`config.mk`:
```
export PLATFORM = sky130hd
export DESIGN_NAME = btn_debounce
export DESIGN_NICKNAME = d
export VERILOG_FILES = /design/src/rtl/btn_debounce_pkg.sv /design/src/rtl/btn_debounce_channel.sv /design/src/rtl/btn_debounce.sv
export SDC_FILE = /design/constraint.sdc
export NUM_CORES = 1
export LEC_CHECK = 0
export BUFFER_PORTS_ARGS = -buffer_cell sky130_fd_sc_hd__buf_2
export CORE_ASPECT_RATIO = 0.75
export CORE_MARGIN = 4
export CORE_UTILIZATION = 35
export CTS_CLUSTER_DIAMETER = 50
export DETAILED_ROUTE_END_ITERATION = 12
export GPL_ROUTABILITY_DRIVEN = 0
export PLACE_DENSITY = 0.52
export REMOVE_ABC_BUFFERS = 1
export SETUP_SLACK_MARGIN = 0.1
export SYNTH_ARGS = -nofsm -noshare
export SYNTH_HDL_FRONTEND = slang
export SYNTH_SLANG_ARGS = --single-unit
```
`constraint.sdc`:
```
create_clock -name clk -period 4.1 [get_ports clk]
set_input_delay 0 -clock clk [delete_from_list [all_inputs] [get_ports clk]]
set_output_delay 0 -clock clk [all_outputs]
set_load 0.1 [all_outputs]
```
`src/rtl/btn_debounce_pkg.sv`:
```
// rtl/btn_debounce_pkg.sv - shared state encoding and defaults for button/switch front-ends
package btn_debounce_pkg;

  typedef enum logic {
    STABLE  = 1'b0,
    PENDING = 1'b1
  } deb_state_e;

  localparam int DEBOUNCE_LOG2DELAY  = 18;
  localparam int SYNC_STAGES_DEFAULT = 2;

endpackage

```
`src/rtl/btn_debounce_channel.sv`:
```
// rtl/btn_debounce_channel.sv - one channel: synchronizer, stability counter, FSM, press/release strobes
module btn_debounce_channel
  import btn_debounce_pkg::*;
#(
  parameter int LOG2DELAY   = DEBOUNCE_LOG2DELAY,
  parameter int SYNC_STAGES = SYNC_STAGES_DEFAULT
) (
  input  logic clk,
  input  logic rst,
  input  logic pin,
  output logic level,
  output logic press_pulse,
  output logic release_pulse
);

  localparam logic [LOG2DELAY-1:0] CNT_MAX = '1;

  logic [SYNC_STAGES-1:0] sync_q;
  logic                   s;

  deb_state_e             state_q, state_d;
  logic [LOG2DELAY-1:0]   cnt_q, cnt_d;
  logic                   level_q, level_d;
  logic                   press_q, press_d;
  logic                   release_q, release_d;

  always_ff @(posedge clk) begin
    if (rst) begin
      sync_q <= '0;
    end else begin
      sync_q <= {sync_q[SYNC_STAGES-2:0], pin};
    end
  end

  assign s = sync_q[SYNC_STAGES-1];

  always_ff @(posedge clk) begin
    if (rst) begin
      state_q   <= STABLE;
      cnt_q     <= '0;
      level_q   <= 1'b0;
      press_q   <= 1'b0;
      release_q <= 1'b0;
    end else begin
      state_q   <= state_d;
      cnt_q     <= cnt_d;
      level_q   <= level_d;
      press_q   <= press_d;
      release_q <= release_d;
    end
  end

  // The edge that leaves STABLE is already the first mismatch sample, so
  // acceptance lands on the 2^LOG2DELAY-th consecutive mismatch at all-ones.
  always_comb begin
    state_d   = state_q;
    cnt_d     = cnt_q;
    level_d   = level_q;
    press_d   = 1'b0;
    release_d = 1'b0;
    case (state_q)
      STABLE: begin
        cnt_d = '0;
        if (s != level_q) begin
          state_d = PENDING;
          cnt_d   = LOG2DELAY'(1);
        end
      end
      PENDING: begin
        if (s == level_q) begin
          state_d = STABLE;
          cnt_d   = '0;
        end else if (cnt_q == CNT_MAX) begin
          state_d   = STABLE;
          cnt_d     = '0;
          level_d   = s;
          press_d   = s;
          release_d = ~s;
        end else begin
          cnt_d = cnt_q + LOG2DELAY'(1);
        end
      end
      default: begin
        state_d = STABLE;
        cnt_d   = '0;
      end
    endcase
  end

  assign level         = level_q;
  assign press_pulse   = press_q;
  assign release_pulse = release_q;

endmodule

```
`src/rtl/btn_debounce.sv`:
```
// rtl/btn_debounce.sv - WIDTH independent debounced button channels with press/release strobes
module btn_debounce #(
  parameter int WIDTH       = 4,
  parameter int LOG2DELAY   = btn_debounce_pkg::DEBOUNCE_LOG2DELAY,
  parameter int SYNC_STAGES = btn_debounce_pkg::SYNC_STAGES_DEFAULT
) (
  input  logic             clk,
  input  logic             rst,
  input  logic [WIDTH-1:0] btn_in,
  output logic [WIDTH-1:0] btn_level,
  output logic [WIDTH-1:0] btn_press,
  output logic [WIDTH-1:0] btn_release
);

  for (genvar i = 0; i < WIDTH; i++) begin : g_ch
    btn_debounce_channel #(
      .LOG2DELAY  (LOG2DELAY),
      .SYNC_STAGES(SYNC_STAGES)
    ) u_ch (
      .clk          (clk),
      .rst          (rst),
      .pin          (btn_in[i]),
      .level        (btn_level[i]),
      .press_pulse  (btn_press[i]),
      .release_pulse(btn_release[i])
    );
  end

endmodule

```
==> results.yml, run 1 <==
power_and_ir_drop:
  p_leak_nw: 1.424
  switchingPower_mw: 0.3660
  power.density_mw_per_mm2: 386.0
  clockPowerShare: 0.460
  combPwrFrac: 0.010
  internal-power_mw: 1.415
  swShare: 0.2055
  pwr-share-seq: 0.530
  vdd_ir_drop_max_uv: 207.1
detailed_routing:
  wl_per_cell_um: 12.01
  ant_nets: 0
  drtIter0Drc: 158
  dr_total_vias: 3174
  viasPerCell: 4.906
  first_pass_iters: 4
  route.detailed.drc: 0
  totalWireLength_um: 7771
clocking:
  tritoncts: "built"
  clk_pin_slew_worst_paths_ns: 0.06
  post_cts_buffers: 0
  clock_sinks: 96
  post_cts_resized: 0
  clk_path_buf_depth: 2
  cts_buffers: 9
  clk_latency_ns: 0.34
  clk_root_buffer_cell: "clkbuf_16"
  htree_levels: 3
worst_setup_path:
  crit_type: "reg -> reg"
  crit_path_end_kind: "flop"
  r2r-start: "g_ch[0].u_ch.cnt_q[0]"
  cp_max_fo: 11
  worst_ep_arrival_time_ns: 2.56
  cp.required_ns: 4.29
  startpoint_type: "flop"
  critPathLaunch: "g_ch[0].u_ch.cnt_q[0]"
cells_and_area:
  area_delta_synth_final_pct: 12.07
  antenna_cells: 0
  finish.net_count: 491
  drive_above_1_share: 0.07629
floorplan:
  die_w_um: 133.2
  core_area_mm2: 0.01153
  die_y_um: 101.9
  start_util: 0.3571
  die_area_mm2: 0.01358
  fp-row-count: 34
  ios: 18
synth:
  synth_commonest_cells: "96 x dfxtp_1, 66 x nor2_1, 38 x xnor2_1, 30 x nand3_1, 27 x nand4_1"
  synth_top_area_share: 0.4669
  seq_area_frac_synth: 0.4669
  synthSimpleGateAreaFrac: 0.2878
  synth_fa_ha_area_frac: 0.01216
  yosys_warnings: 0
  synth.most_common_cell: "dfxtp_1"
  synth_flop_cell: "dfxtp_1"
  synthMuxAreaShare: 0.002432
  yosysTopAreaCell: "dfxtp_1"
  syn_area_mm2: 0.004116
  synth_xor_area_frac: 0.1191
  synth_compound_area_frac: 0.06383
  synth_cells: 468
  synthArstFlopShare: 0
  synth_top_family_by_area: "simple AND/OR/NAND/NOR gates"
  synth_edf_count: 0
  ys_types: 37
  synth_area_per_cell_um2: 8.796
  yosys-top-cells-area: "dfxtp_1 47%, xnor2_1 8.1%, nor2_1 6.0%, nand4_1 4.1%, xor2_1 3.8%"
  ys_seq_elements: 96
sta:
  final.setup.tns_ns: 0
  min_period_ns: 2.367
  fmax_mhz: 422.4
  setup_slack_ns: 1.733
  whs_ns: 0.04328
  post-route-period-util: 0.5774
  slew_violations: 0
  setup_viol: 0
  hold_viol_final: 0
  worstMarginPinSlew_ns: 0.8483
  finClkSkew_ns: 0.007803
  rsz0062_at_grt: "no"
  slew_headroom: 0.4307
job:
  maxCapViolCount: 0
global_route:
  antenna_found_initial: 0
  overflow: 0
  grt_use_total: 0.1256
  grt_pass1_vias: 2955
  grt_max_degree: 18
  grt_pass1_wl_um: 13970
placement:
  numPortBuffers: 17
  dp_slack_ns: 1.717
  dp_hpwl_um: 5498
worst_hold_path:
  hp-start: "rst"
  hp-class: "in -> reg"
outcome:
  outcome: "finished clean"
==> state kept, by name, summed over array words and instances, names as in the netlist <==
register                 flops
g_ch.u_ch.cnt_q             72
g_ch.u_ch.sync_q             8
g_ch.u_ch.level              4
g_ch.u_ch.press_pulse        4
g_ch.u_ch.release_pulse      4
g_ch.u_ch.state_q            4
==> cell families after synthesis <==
group | after synthesis
AO/OA/AOI/OAI | 43
AND/OR/NAND/NOR | 229
XOR/XNOR | 56
flip-flops | 96
multiplexers | 1
adder cells (fa/ha/maj) | 4
buffers and inverters | 39
==> critical path, cell delays in order, from the launching register on <==
cell and delay (ns):
dfxtp_1 0.37, ha_1 0.25, inv_1 0.10, or4_1 0.70, o21ai_1 0.67, nor2_1 0.13
==> stage by stage <==
stage	power, mW	cell area (um2)	instances	util
finish	1.781	4613	647	0.4002
CTS	1.808	4613	647	0.4002
floorplan	0.9722	3991	448	-
global route	1.852	4613	647	0.4002
detailed placement	0.9804	4287	628	0.3718
global placement	0.9799	4287	628	0.3718
==> cell usage in the layout (no fill, tap or decap), types with 9 or more instances in the layout <==
| cell type | count |
|---|---|
| xnor2_1 | 38 |
| nor3_1 | 21 |
| clkbuf_16 | 9 |
| xor2_1 | 18 |
| a21oi_1 | 14 |
| and3_1 | 9 |
| buf_2 | 17 |
| nor2_1 | 66 |
| nand4_1 | 27 |
| dfxtp_1 | 96 |
| nand3_1 | 30 |
| nand2_1 | 23 |
| inv_1 | 19 |
| or3_1 | 9 |
| nor2b_1 | 9 |
| nor4_1 | 14 |
==> final timing paths <==
path	to	slack, ns	depth (start not counted)
worst max-delay path	g_ch[0].u_ch.cnt_q[9]	1.73	5
worst min-delay path	g_ch[0].u_ch.sync_q[0]	0.04	2
worst max register to register	g_ch[0].u_ch.cnt_q[9]	1.73	5
worst min register to register	g_ch[2].u_ch.sync_q[1]	0.44	1
==> final cells by class <==
type | instances | area, um2
clock buffer | 9 | 225.2
clock inverter | 6 | 61.31
fill | 1144 | 6915
inverter | 19 | 71.32
multi-input combinational | 333 | 1998
sequential | 96 | 1922
tap | 162 | 202.7
timing repair buffer | 22 | 132.6
==> power by group through the flow <==
stage / sequential [mW] / clock, mW / combinational, mW
after global placement: 0.964 / 0 / 0.0155
final: 0.943 / 0.819 / 0.0184
after CTS: 0.943 / 0.846 / 0.0187
after detailed placement: 0.965 / 0 / 0.0157
after floorplan: 0.963 / 0 / 0.00911
after global routing: 0.944 / 0.887 / 0.0213
==> routing by layer <==
| layer | track usage | routed length (um) | up-vias |
|---|---|---|---|
| met3 | 0.03740 | 264 | 7 |
| met1 | 0.1819 | 4324 | 1459 |
| met5 | 0 | 0 | - |
| li1 | - | - | 1668 |
| met2 | 0.1806 | 3091 | 40 |
| met4 | 0.03794 | 90 | 0 |
==> repair_timing <==
action,in CTS,in global routing
endpoints found under the setup margin,0,0
hold endpoints to repair,4,0
hold buffers,4,0
No activity file was read; power rests on OpenSTA's default activity.
==> run 2, diff against run 1 <==
- clock period: 4.1 -> 2.4 ns (I/O delays scaled with it)
==> results.yml, run 2 (synthesized netlist as in run 1, its figures left out) <==
clocking:
  tritoncts: "built"
  post_cts_resized: 0
  htree_levels: 3
  post_cts_buffers: 0
  clk_path_buf_depth: 2
  clock_sinks: 96
  clk_pin_slew_worst_paths_ns: 0.06
  clk_root_buffer_cell: "clkbuf_16"
  clk_latency_ns: 0.34
  cts_buffers: 9
detailed_routing:
  drtIter0Drc: 204
  viasPerCell: 4.876
  dr_total_vias: 3184
  wl_per_cell_um: 11.91
  route.detailed.drc: 0
  first_pass_iters: 4
  ant_nets: 0
  totalWireLength_um: 7780
worst_setup_path:
  slowest_stage: "or4_1"
  cp.required_ns: 2.67
  worst_ep_arrival_time_ns: 2.29
  cp_cell_sequence: "ha_1, inv_1, or4_1, or3_1, a21oi_1"
  critPathMaxStageDelay_ns: 0.69
  crit_type: "reg -> reg"
  reg2reg_setup_slack_ns: 0.38
  crit_path_end_kind: "flop"
  startpoint_type: "flop"
  cp_max_fo: 9
outcome:
  outcome: "finished clean"
cells_and_area:
  finish.net_count: 496
  largest-register: "g_ch.u_ch.cnt_q"
  final_area_mm2: 0.004668
  area_delta_synth_final_pct: 13.40
  nFillCells: 1146
  final_common_cell: "dfxtp_1"
  largest_reg_flops: 72
  drive_above_1_share: 0.08758
  final_cell_mix: "96 x dfxtp_1, 66 x nor2_1, 38 x xnor2_1"
  antenna_cells: 0
  post-route-util: 0.4049
  reg_top3: "g_ch.u_ch.cnt_q: 72 flops, g_ch.u_ch.sync_q: 8 flops"
sta:
  finClkSkew_ns: 0.006518
  setup_viol: 0
  final.setup.tns_ns: 0
  rsz0062_at_grt: "no"
  worstMarginPinSlew_ns: 0.6965
  slew_violations: 0
  slew_headroom: 0.5314
  post-route-period-util: 0.8397
  min_period_ns: 2.015
  hold_viol_final: 0
  fmax_mhz: 496.2
floorplan:
  start_util: 0.3571
  die_area_mm2: 0.01358
  ios: 18
  fp-row-count: 34
  die_w_um: 133.2
  core_area_mm2: 0.01153
  die_y_um: 101.9
global_route:
  grt_max_degree: 18
  grt_pass1_vias: 2960
  grt_use_total: 0.1235
  antenna_found_initial: 0
  overflow: 0
  grt_pass1_wl_um: 13850
power_and_ir_drop:
  power.density_mw_per_mm2: 655.8
  power_mw: 3.062
  vdd_ir_drop_max_uv: 411.9
  p_leak_nw: 1.452
job:
  maxCapViolCount: 0
placement:
  numPortBuffers: 17
  placed_cell_area_mm2: 0.004324
  dp_hpwl_um: 5468
worst_hold_path:
  hp-class: "in -> reg"
==> run 2: cell types whose count changed in the layout (fill, tap and decap cells not counted) <==
cell | previous run | this run
clkinvlp_4 | 1 | 2
buf_4 | 1 | 6
clkinv_2 | 3 | 0
clkbuf_8 | 0 | 4
bufinv_16 | 1 | 0
==> run 2: layer usage <==
| layer | GRT usage | up-vias | share of wire |
|---|---|---|---|
| li1 | - | 1661 | - |
| met1 | 0.1726 | 1463 | 0.54 |
| met2 | 0.1810 | 53 | 0.40 |
| met3 | 0.04134 | 7 | 0.048 |
| met4 | 0.03953 | 0 | 0.011 |
| met5 | 0 | - | 0 |
==> run 2: critical path: cells and delay by family (launching register included) <==
family	cells	cell delay [ns]
and+or+nand+nor	2	1.09
DFF	1	0.37
adders and majority gates	1	0.25
AOI/OAI and AO/OA	1	0.14
buffers and inverters	1	0.10
==> run 2: power by group <==
part	leakage (nW)	switching (mW)	internal, mW
sequential	0.775	0.00890	1.60
clock	0.144	0.600	0.818
combinational	0.533	0.0157	0.0159
==> run 2: repair_timing <==
action / in CTS / in global routing
hold endpoints to repair: 4 / 0
setup endpoints to repair: 0 / 0
hold buffers: 4 / 0
==> run 2: final cells by class <==
cell class / count / area (um2) / share of cell area
inverters: 19 / 71.32 / 0.01528
clock inverters: 3 / 23.77 / 0.005092
multi-input cells: 333 / 1998 / 0.4280
repair buffers: 27 / 170.2 / 0.03645
clock buffers: 13 / 280.3 / 0.06004
well taps: 162 / 202.7 / 0.04342
flip-flops and latches: 96 / 1922 / 0.4117
==> run 2: path summary, 6_finish.rpt <==
check / to / cells after the start / start
max: g_ch[0].u_ch.cnt_q[14] / 5 / g_ch[0].u_ch.cnt_q[0]
min: g_ch[3].u_ch.sync_q[1] / 2 / rst
max reg2reg: g_ch[0].u_ch.cnt_q[14] / 5 / g_ch[0].u_ch.cnt_q[0]
min reg2reg: g_ch[3].u_ch.sync_q[1] / 1 / g_ch[3].u_ch.sync_q[0]
==> run 2: metrics by stage <==
step | setup WS (ns) | hold slack (ns) | std cells
5_1_grt | 0.2344 | 0.05333 | 653
3_3_place_gp | 0.4348 | 0.2123 | 633
3_5_place_dp | 0.4019 | 0.2158 | 633
2_1_floorplan | 0.4240 | 0.06907 | 448
6_report | 0.3847 | 0.03700 | 653
4_1_cts | 0.3899 | 0.02845 | 653
==> run 3, diff against run 2 <==
- ABC_AREA: not set -> 1
- PLACE_DENSITY: 0.52 -> 0.54
- clock period: 2.4 -> 1.75 ns (I/O delays scaled with it)
==> results.yml, run 3 <==
outcome:
  outcome: "finished clean"
detailed_routing:
  wl_per_cell_um: 10.66
  totalWireLength_um: 8329
  ant_nets: 0
  drtIter0Drc: 177
  first_pass_iters: 4
  route.detailed.drc: 0
  dr_total_vias: 3518
  viasPerCell: 4.504
synth:
  synth_edf_count: 0
  synth_flop_cell: "dfxtp_1"
  synth_commonest_cells: "116 x nor2_1, 108 x nand2_1, 96 x dfxtp_1, 66 x inv_1, 36 x nand3_1"
  synth_area_per_cell_um2: 7.465
  ys_seq_elements: 96
  synth.most_common_cell: "nor2_1"
  synthArstFlopShare: 0
  syn_area_mm2: 0.004382
  yosys_warnings: 0
  synth_cells: 587
  seq_area_frac_synth: 0.4386
  yosysTopAreaCell: "dfxtp_1"
  synth_top_area_share: 0.4386
  yosys-top-cells-area: "dfxtp_1 44%, nor2_1 9.9%, nand2_1 9.3%, inv_1 5.7%, xor2_1 5.0%"
  ys_types: 28
sta:
  whs_ns: 0.06956
  setup_viol: 0
  finClkSkew_ns: 0.006294
  min_period_ns: 1.555
  hold_viol_final: 0
  setup_slack_ns: 0.1945
  rsz0062_at_grt: "yes"
  post-route-period-util: 0.8888
  fmax_mhz: 642.9
  slew_violations: 0
  worstMarginPinSlew_ns: 0.4884
  slew_headroom: 0.6719
cells_and_area:
  antenna_cells: 0
  final_area_mm2: 0.005001
  instances_no_fill: 781
  drive_above_1_share: 0.1447
  reg_top3: "g_ch.u_ch.cnt_q: 72 flops, g_ch.u_ch.sync_q: 8 flops"
  final_common_cell: "nor2_1"
  largest-register: "g_ch.u_ch.cnt_q"
  final_cell_mix: "111 x nor2_1, 107 x nand2_1, 94 x dfxtp_1"
  largest_reg_flops: 72
  finish.net_count: 621
  area_delta_synth_final_pct: 14.13
worst_hold_path:
  holdPathEnd: "g_ch[0].u_ch.sync_q[0]"
  hold_depth: 2
  hp-start: "rst"
  hp-class: "in -> reg"
worst_setup_path:
  crit_path_end_kind: "flop"
  crit_type: "reg -> reg"
  cp_max_fo: 6
  reg2reg_setup_slack_ns: 0.19
  reg2reg_depth: 9
  reg2reg_to: "g_ch[1].u_ch.cnt_q[0]"
  startpoint_type: "flop"
  r2r-start: "g_ch[1].u_ch.cnt_q[0]"
  worst_ep_arrival_time_ns: 1.77
  cp.required_ns: 1.97
floorplan:
  ios: 18
  die_area_mm2: 0.01439
  die_y_um: 104.9
  die_w_um: 137.2
  core_area_mm2: 0.01226
  fp-row-count: 35
  start_util: 0.3573
placement:
  dp_hpwl_um: 6073
  numPortBuffers: 17
  dp_slack_ns: 0.1280
  place_inst: 761
  placed_cell_area_mm2: 0.004607
global_route:
  antenna_found_initial: 0
  overflow: 0
  grt_pass1_vias: 3415
  grt_use_total: 0.1244
  grt_max_degree: 21
  grt_pass1_wl_um: 14890
power_and_ir_drop:
  p_leak_nw: 1.776
  vdd_ir_drop_max_uv: 481.0
  power.density_mw_per_mm2: 838.2
  power_mw: 4.192
clocking:
  post_cts_buffers: 0
  clk_root_buffer_cell: "clkbuf_16"
  htree_levels: 3
  cts_buffers: 9
  clk_latency_ns: 0.34
  clk_pin_slew_worst_paths_ns: 0.06
  clock_sinks: 96
  clk_path_buf_depth: 2
  tritoncts: "built"
job:
  maxCapViolCount: 0
run 3: changes by cell type in the layout (fill, tap and decap cells not counted), sizes merged, moves of 7 or more:
cell,previous run,this run
nor4,14,0
nand2,23,117
nand4,28,15
xnor2,38,14
nor2,66,136
nand3,30,40
nor2b,9,0
or3,9,0
and3,9,1
inv,19,66
xor2,18,25
and4,8,0
run 3: cell families (layout without fill, tap and decap cells):
family	after synthesis	after routing	synth area share
compound gates	31	31	0.03570
xor+xnor	39	39	0.07796
fa+ha+maj	4	4	0.01142
flops	96	96	0.4386
simple gates	333	334	0.3461
buf+inv	84	111	0.09023
run 3: stage by stage:
step	util	TNS [ns]
2_1_floorplan	-	-5.192
3_3_place_gp	0.3757	0
3_5_place_dp	0.3757	0
4_1_cts	0.4026	0
5_1_grt	0.4079	0
6_report	0.4079	0
run 3: power breakdown:
part / internal (mW) / switching, mW / leakage, nW
logic: 0.0217 / 0.0333 / 0.861
clock network: 1.14 / 0.790 / 0.139
registers: 2.20 / 0.00930 / 0.776
total: 3.36 / 0.833 / 1.78
run 3: area by class of cell:
| type | instances | area, um2 |
|---|---|---|
| clock inverters | 3 | 42.54 |
| flip-flops and latches | 96 | 1924 |
| repair buffers | 30 | 205.2 |
| inverters | 66 | 247.7 |
| well taps | 166 | 207.7 |
| clock buffers | 12 | 246.5 |
| multi-input cells | 408 | 2127 |
| fillers | 1308 | 7261 |
run 3: repair_timing:
item | in CTS | in global routing
endpoints found under the hold margin | 4 | 0
hold buffers | 4 | 0
setup endpoints to repair | 0 | 62
resized for setup | 0 | 14
run 3: critical path: stages (launching register included):
cell and delay [ns]:
dfxtp_2 0.38, ha_4 0.17, nand2_1 0.08, nor2_2 0.15
nand2_2 0.09, nor2_2 0.08, nand3_1 0.11, nand2_2 0.14
buf_4 0.15, o21ai_0 0.08
run 3: metal layers:
layer | up-vias | part of all wire | GRT usage
met1 | 1597 | 0.51 | 0.1721
met5 | - | 0 | 0
li1 | 1873 | - | -
met4 | 0 | 0.0094 | 0.02991
met3 | 9 | 0.039 | 0.03657
met2 | 39 | 0.44 | 0.1903
run 3: worst max-delay path by stage:
| stage | from | end | slack, ns |
|---|---|---|---|
| 2_1_floorplan | g_ch[2].u_ch.level | g_ch[2].u_ch.cnt_q[0] | -0.20 |
| 4_1_cts | g_ch[1].u_ch.cnt_q[0] | g_ch[1].u_ch.cnt_q[0] | 0.10 |
| 3_3_place_gp | g_ch[2].u_ch.cnt_q[0] | g_ch[2].u_ch.cnt_q[0] | 0.18 |
| 5_1_grt | g_ch[1].u_ch.cnt_q[1] | g_ch[1].u_ch.cnt_q[0] | 0.04 |
| 3_5_place_dp | g_ch[1].u_ch.cnt_q[0] | g_ch[1].u_ch.cnt_q[0] | 0.13 |
| 6_report | g_ch[1].u_ch.cnt_q[0] | g_ch[1].u_ch.cnt_q[0] | 0.19 |
